[config.mk]
export PLATFORM = sky130hd
export DESIGN_NAME = pc_sequencer_flat
export DESIGN_NICKNAME = d
export VERILOG_FILES = /design/src/rtl/pc_sequencer_pkg.sv /design/src/rtl/pc_sequencer_if.sv /design/src/rtl/pc_sequencer_ret_stack.sv /design/src/rtl/pc_sequencer.sv /design/src/flat_wrapper.sv
export SDC_FILE = /design/constraint.sdc
export NUM_CORES = 1
export LEC_CHECK = 0
export CAP_MARGIN = 15
export CORE_MARGIN = 2
export CORE_UTILIZATION = 52
export DETAILED_ROUTE_END_ITERATION = 10
export PLACE_DENSITY = 0.78
export SLEW_MARGIN = 20
export SYNTH_ARGS = -nofsm -noshare
export SYNTH_HDL_FRONTEND = slang
export SYNTH_HIERARCHICAL = 1
export SYNTH_SLANG_ARGS = --single-unit
[constraint.sdc]
create_clock -name clk -period 3.5 [get_ports clk]
set_clock_uncertainty 0.15 [all_clocks]
set_input_delay 0.35 -clock clk [delete_from_list [all_inputs] [get_ports clk]]
set_output_delay 0.35 -clock clk [all_outputs]
set_load 0.01 [all_outputs]
[src/rtl/pc_sequencer_pkg.sv]
// Shared definitions for the PC sequencer: default sizes, op codes and
// FSM state encodings.
package pc_sequencer_pkg;

  localparam int DEF_AW    = 16;
  localparam int DEF_DEPTH = 8;
  localparam int SP_W      = 4;   // width of the return-stack occupancy count

  localparam logic [2:0] OP_NEXT = 3'd0;
  localparam logic [2:0] OP_JMP  = 3'd1;
  localparam logic [2:0] OP_BRA  = 3'd2;
  localparam logic [2:0] OP_CALL = 3'd3;
  localparam logic [2:0] OP_RET  = 3'd4;
  localparam logic [2:0] OP_HALT = 3'd5;

  typedef enum logic [1:0] {
    ST_FETCH = 2'd0,
    ST_EXEC  = 2'd1,
    ST_HALT  = 2'd2
  } seq_state_e;

  // Unassigned op codes (6, 7) behave as NEXT.
  function automatic logic [2:0] norm_op(input logic [2:0] code);
    return (code > OP_HALT) ? OP_NEXT : code;
  endfunction

endpackage

[src/rtl/pc_sequencer_if.sv]
// Control/fetch bus between an instruction decoder (master) and the PC
// sequencer (slave).
//
// Handshake: the fetch of address pc completes in the cycle where
// fetch_req=1 and fetch_ready=1. A decoded op is consumed in the cycle where
// op_valid=1 while the sequencer is in EXEC; op_valid carries no meaning in
// any other state. resume is a level sampled only while halted.
interface pc_sequencer_if
  import pc_sequencer_pkg::*;
#(
  parameter int AW = DEF_AW
);

  logic            op_valid;
  logic [2:0]      op_code;
  logic            cond;
  logic [AW-1:0]   target;
  logic            fetch_ready;
  logic            resume;

  logic [AW-1:0]   pc;
  logic            fetch_req;
  logic            halted;
  logic [SP_W-1:0] sp;
  logic            stack_ovf;
  logic            stack_unf;
  seq_state_e      dbg_state;

  modport master (
    output op_valid, op_code, cond, target, fetch_ready, resume,
    input  pc, fetch_req, halted, sp, stack_ovf, stack_unf, dbg_state
  );

  modport slave (
    input  op_valid, op_code, cond, target, fetch_ready, resume,
    output pc, fetch_req, halted, sp, stack_ovf, stack_unf, dbg_state
  );

endinterface

[src/rtl/pc_sequencer_ret_stack.sv]
// LIFO return-address stack. One push or one pop per cycle; requests that
// would overflow or underflow are dropped here, the caller flags them.
module ret_stack
  import pc_sequencer_pkg::*;
#(
  parameter int AW    = DEF_AW,
  parameter int DEPTH = DEF_DEPTH
) (
  input  logic            clk,
  input  logic            rst,
  input  logic            push,
  input  logic            pop,
  input  logic [AW-1:0]   din,
  output logic [AW-1:0]   dout,
  output logic [SP_W-1:0] count,
  output logic            full,
  output logic            empty
);

  localparam int IW = (DEPTH > 1) ? $clog2(DEPTH) : 1;

  logic [AW-1:0]   r_mem [DEPTH];
  logic [SP_W-1:0] r_count;
  logic [IW-1:0]   w_wr_idx;
  logic [IW-1:0]   w_top_idx;
  logic            w_do_push;
  logic            w_do_pop;

  assign full      = (r_count == SP_W'(DEPTH));
  assign empty     = (r_count == '0);
  assign count     = r_count;
  assign w_wr_idx  = IW'(r_count);
  assign w_top_idx = IW'(r_count - SP_W'(1));
  assign w_do_push = push && !full;
  assign w_do_pop  = pop && !empty && !push;
  assign dout      = r_mem[w_top_idx];

  // Occupancy counter; reset empties the stack without clearing storage.
  always_ff @(posedge clk) begin
    if (rst) begin
      r_count <= '0;
    end else if (w_do_push) begin
      r_count <= r_count + SP_W'(1);
    end else if (w_do_pop) begin
      r_count <= r_count - SP_W'(1);
    end
  end

  // Storage write on push.
  always_ff @(posedge clk) begin
    if (!rst && w_do_push) begin
      r_mem[w_wr_idx] <= din;
    end
  end

endmodule

[src/rtl/pc_sequencer.sv]
// Program-counter sequencer: FETCH/EXEC/HALT control FSM, next-PC mux,
// return stack and sticky stack-fault flags.
module pc_sequencer
  import pc_sequencer_pkg::*;
#(
  parameter int AW    = DEF_AW,
  parameter int DEPTH = DEF_DEPTH
) (
  input  logic          clk,
  input  logic          rst,
  pc_sequencer_if.slave bus
);

  seq_state_e      r_state;
  seq_state_e      w_next_state;
  logic [AW-1:0]   r_pc;
  logic [AW-1:0]   w_next_pc;
  logic [AW-1:0]   w_pc_inc;
  logic            r_ovf;
  logic            r_unf;
  logic            w_set_ovf;
  logic            w_set_unf;
  logic            w_push;
  logic            w_pop;
  logic [AW-1:0]   w_stk_dout;
  logic [SP_W-1:0] w_stk_count;
  logic            w_stk_full;
  logic            w_stk_empty;
  logic [2:0]      w_op;

  assign w_pc_inc = r_pc + AW'(1);
  assign w_op     = norm_op(bus.op_code);

  ret_stack #(
    .AW    (AW),
    .DEPTH (DEPTH)
  ) u_ret_stack (
    .clk   (clk),
    .rst   (rst),
    .push  (w_push),
    .pop   (w_pop),
    .din   (w_pc_inc),
    .dout  (w_stk_dout),
    .count (w_stk_count),
    .full  (w_stk_full),
    .empty (w_stk_empty)
  );

  // FSM state register.
  always_ff @(posedge clk) begin
    if (rst) begin
      r_state <= ST_FETCH;
    end else begin
      r_state <= w_next_state;
    end
  end

  // Next state, next PC, stack requests and fault detection.
  always_comb begin
    w_next_state = r_state;
    w_next_pc    = r_pc;
    w_push       = 1'b0;
    w_pop        = 1'b0;
    w_set_ovf    = 1'b0;
    w_set_unf    = 1'b0;
    case (r_state)
      ST_FETCH: begin
        if (bus.fetch_ready) begin
          w_next_state = ST_EXEC;
        end
      end
      ST_EXEC: begin
        if (bus.op_valid) begin
          w_next_state = ST_FETCH;
          case (w_op)
            OP_JMP: w_next_pc = bus.target;
            OP_BRA: w_next_pc = bus.cond ? bus.target : w_pc_inc;
            OP_CALL: begin
              if (w_stk_full) begin
                w_set_ovf    = 1'b1;
                w_next_state = ST_HALT;
              end else begin
                w_push    = 1'b1;
                w_next_pc = bus.target;
              end
            end
            OP_RET: begin
              if (w_stk_empty) begin
                w_set_unf    = 1'b1;
                w_next_state = ST_HALT;
              end else begin
                w_pop     = 1'b1;
                w_next_pc = w_stk_dout;
              end
            end
            OP_HALT: begin
              w_next_pc    = w_pc_inc;
              w_next_state = ST_HALT;
            end
            default: w_next_pc = w_pc_inc;
          endcase
        end
      end
      ST_HALT: begin
        // A pending stack fault pins the sequencer here until reset.
        if (bus.resume && !r_ovf && !r_unf) begin
          w_next_state = ST_FETCH;
        end
      end
      default: w_next_state = ST_FETCH;
    endcase
  end

  // PC register and sticky fault flags.
  always_ff @(posedge clk) begin
    if (rst) begin
      r_pc  <= '0;
      r_ovf <= 1'b0;
      r_unf <= 1'b0;
    end else begin
      r_pc <= w_next_pc;
      if (w_set_ovf) r_ovf <= 1'b1;
      if (w_set_unf) r_unf <= 1'b1;
    end
  end

  assign bus.pc        = r_pc;
  assign bus.fetch_req = (r_state == ST_FETCH);
  assign bus.halted    = (r_state == ST_HALT);
  assign bus.sp        = w_stk_count;
  assign bus.stack_ovf = r_ovf;
  assign bus.stack_unf = r_unf;
  assign bus.dbg_state = r_state;

endmodule

[src/flat_wrapper.sv]
// flat-port wrapper written by rule: the top's interface ports become plain ports
module pc_sequencer_flat import pc_sequencer_pkg::*;
#(
  parameter int AW    = DEF_AW,
  parameter int DEPTH = DEF_DEPTH
)
  (clk, rst, bus_op_valid, bus_op_code, bus_cond, bus_target, bus_fetch_ready, bus_resume, bus_pc, bus_fetch_req, bus_halted, bus_sp, bus_stack_ovf, bus_stack_unf, bus_dbg_state);
  pc_sequencer_if #(.AW(AW)) bus_i ();
  input  logic clk;
  input  logic rst;
  input wire logic [$bits(bus_i.op_valid)-1:0] bus_op_valid;
  input wire logic [$bits(bus_i.op_code)-1:0] bus_op_code;
  input wire logic [$bits(bus_i.cond)-1:0] bus_cond;
  input wire logic [$bits(bus_i.target)-1:0] bus_target;
  input wire logic [$bits(bus_i.fetch_ready)-1:0] bus_fetch_ready;
  input wire logic [$bits(bus_i.resume)-1:0] bus_resume;
  output wire logic [$bits(bus_i.pc)-1:0] bus_pc;
  output wire logic [$bits(bus_i.fetch_req)-1:0] bus_fetch_req;
  output wire logic [$bits(bus_i.halted)-1:0] bus_halted;
  output wire logic [$bits(bus_i.sp)-1:0] bus_sp;
  output wire logic [$bits(bus_i.stack_ovf)-1:0] bus_stack_ovf;
  output wire logic [$bits(bus_i.stack_unf)-1:0] bus_stack_unf;
  output wire logic [$bits(bus_i.dbg_state)-1:0] bus_dbg_state;
  assign bus_i.op_valid = bus_op_valid;
  assign bus_i.op_code = bus_op_code;
  assign bus_i.cond = bus_cond;
  assign bus_i.target = bus_target;
  assign bus_i.fetch_ready = bus_fetch_ready;
  assign bus_i.resume = bus_resume;
  assign bus_pc = bus_i.pc;
  assign bus_fetch_req = bus_i.fetch_req;
  assign bus_halted = bus_i.halted;
  assign bus_sp = bus_i.sp;
  assign bus_stack_ovf = bus_i.stack_ovf;
  assign bus_stack_unf = bus_i.stack_unf;
  assign bus_dbg_state = bus_i.dbg_state;
  pc_sequencer #(.AW(AW), .DEPTH(DEPTH)) u_core (.clk(clk), .rst(rst), .bus(bus_i));
endmodule
==> impl_metrics.py <==
metrics = {
    "status": {
        "status": "complete, no violations",
    },
    "finish": {
        "instances_no_fill": 670,
        "drive_gt1_frac": 0.203,
        "antenna_cells": 0,
        "syn2layout_area_growth_pct": 18.5,
        "nNetsFinal": 513,
    },
    "clock_network": {
        "cts_setup_buffers": 0,
        "cts-htree-levels": 4,
        "clockBufferDepth": 2,
        "post_cts_resized": 0,
        "ctsRootBufferMaster": "clkbuf_16",
        "cts.sinks": 152,
        "hold_buffers": 0,
        "clkTransAtPathRegs_ns": 0.06,
        "clkLatencyLatePin_ns": 0.42,
        "cts_buffers": 17,
        "cts_tree": "done",
    },
    "synthesis": {
        "synth_fa_ha_area_frac": 0.00558,
        "syn_avg_cell_area_um2": 16.1,
        "synth_ff_type": "edfxtp_1",
        "syn_inst": 418,
        "yosys.cell_types.count": 63,
        "synth_top_family_by_area": "multiplexers",
        "synth_area_mm2": 0.00673,
        "synth-simple-area-share": 0.0844,
        "synth-compound-area-share": 0.0682,
        "muxShareOfSynthArea": 0.149,
        "synth-xor-area-share": 0.0223,
        "synth_seq_cells": 152,
        "synth.net_count": 446,
        "synth-seq-area-share": 0.642,
        "synth_warnings": 6,
        "async_flop_share": 0,
        "synth_edf_count": 128,
    },
    "setup_path": {
        "cp-start-kind": "flip-flop",
        "crit_fanout": 17,
        "critPathKind": "reg -> reg",
        "required_ns": 3.64,
        "r2r_cells": 10,
        "cp-end-kind": "flip-flop",
        "cp.arrival_ns": 3.10,
    },
    "flow_run": {
        "maxCapViolations": 0,
    },
    "timing": {
        "fin_ws_ns": 0.538,
        "finalMaxSlewViolations": 0,
        "fmax_ghz": 0.338,
        "finalSetupViolCount": 0,
        "rsz0062_at_grt": "no",
        "max-slew-margin-rel": 0.413,
        "hold_viol": 0,
        "tns_ns": 0,
        "worst_slew_pin_slew_ns": 0.875,
        "fin_crit_ns": 2.96,
        "hold_ws_ns": 0.355,
        "fin_crit_sh": 0.846,
    },
    "placed_design": {
        "gp_congestion": 0.884,
        "post-place-cells": 638,
        "dpl.hpwl_mm": 10.1,
        "port_buffers": 50,
        "place_ws_ns": 0.607,
    },
    "power_and_ir_drop": {
        "peakVddDrop_mv": 0.424,
        "p_per_area_mw_per_mm2": 478,
        "p_leak_uw": 0.00267,
    },
    "global_route": {
        "grt_max_degree": 40,
        "antenna_found_initial": 0,
        "grt_overflow": 0,
        "track_usage": 0.225,
        "grt_first_pass_wirelength_mm": 23.4,
        "grt_pass1_vias": 4169,
    },
    "floorplan": {
        "io-pin-count": 51,
        "floorplan.rows": 41,
        "die_h_um": 118,
        "dieWidth_um": 118,
        "floorplan.initialDensity": 0.533,
        "core-area_mm2": 0.0126,
        "die-area_mm2": 0.0139,
    },
    "routing": {
        "ant_nets": 0,
        "drt-initial-drc-count": 489,
        "drt-total-wl_mm": 14.7,
        "drc": 0,
        "wl_per_cell_um": 21.9,
        "via_count": 4062,
        "drt-pass1-iter-count": 5,
        "viasPerCell": 6.06,
    },
    "worst_hold_path": {
        "holdCritPathClass": "reg -> reg",
        "hold_depth": 1,
    },
}
## final cells by class
type | instances | area (um^2)
fill | 903 | 4640
sequential | 152 | 4330
multi-input combinational | 236 | 2230
timing repair buffer | 69 | 643
clock buffer | 19 | 433
tap | 172 | 215
clock inverter | 13 | 95.1
inverter | 9 | 33.8
## where the power goes
group	switching (uW)	internal [uW]
Sequential	19.5	1970
Clock	726	911
Combinational	100	89.0
## Yosys cell counts, types with 5 or more instances
master	count	area share
xor2_1	7	0.0091
nor4_1	5	0.0046
edfxtp_1	128	0.57
mux4_1	7	0.027
mux4_2	25	0.084
nor2_1	31	0.017
nand2_1	23	0.013
buf_4	5	0.0056
clkbuf_1	7	0.0039
nor3_1	5	0.0037
xnor2_1	7	0.0091
nand3_1	7	0.0052
a21oi_1	6	0.0045
a311oi_1	7	0.0091
a22o_1	6	0.0078
nor3b_1	5	0.0056
a22oi_1	7	0.0078
mux2_4	15	0.033
dfxtp_1	24	0.071
inv_1	9	0.0050
o21ai_0	13	0.0097
## worst max-delay path, stage by stage, from the launching register on
cell and delay, ns:
dfxtp_1 0.44, inv_1 0.12, ha_1 0.32, nand3b_1 0.23, inv_1 0.11, and4b_1 0.26, a211oi_4 0.56, buf_4 0.31
o21ai_0 0.11, nand3b_1 0.11, o21ai_0 0.11
## state kept, by name, indices dropped and copies added (netlist names)
| signal | cells |
|---|---|
| u_core/u_ret_stack/r_mem | 128 |
| u_core/bus.pc | 16 |
| u_core/u_ret_stack/count | 4 |
| u_core/bus.dbg_state | 2 |
| u_core/bus.stack_ovf | 1 |
| u_core/bus.stack_unf | 1 |
## final timing paths
check | from | endpoint | slack, ns
hold / removal | u_core/bus.dbg_state[1] | u_core/bus.dbg_state[0] | 0.35
setup reg to reg | u_core/u_ret_stack/count[1] | u_core/bus.pc[8] | 0.54
hold reg to reg | u_core/bus.dbg_state[1] | u_core/bus.dbg_state[0] | 0.35
setup / recovery | u_core/u_ret_stack/count[1] | u_core/bus.pc[8] | 0.54
## layer usage
layer,vias to the layer above,GRT usage,part of all wire
met5,-,0,0
met4,0,0.0843,0.020
met3,29,0.0669,0.078
met2,192,0.334,0.46
met1,2027,0.318,0.44
li1,1814,-,-
## cell usage in the layout (no fill, tap or decap), types with 13 or more instances in the layout
cell | synthesis | layout
o21ai_0 | 13 | 13
buf_4 | 5 | 19
edfxtp_1 | 128 | 128
nor2_1 | 31 | 31
mux4_2 | 25 | 25
nand2_1 | 23 | 23
dfxtp_1 | 24 | 23
clkbuf_16 | 0 | 17
clkdlybuf4s50_1 | 0 | 50
mux2_4 | 15 | 15
## stage by stage
stage	total power [uW]	util	instance area [um^2]
2_1_floorplan	2120	-	6730
4_1_cts	3840	0.632	7980
5_1_grt	3930	0.632	7980
3_3_place_gp	2210	0.590	7450
6_report	3810	0.632	7980
3_5_place_dp	2210	0.590	7450
## cell families (layout without fill, tap and decap cells)
kind of cell / Yosys count / in the layout
compound gates: 63 / 63
xor+xnor: 15 / 15
fa+ha+maj: 3 / 3
buf+inv: 30 / 110
flops: 152 / 152
mux: 50 / 50
simple gates: 105 / 105
(Power assumes the default switching activity.)
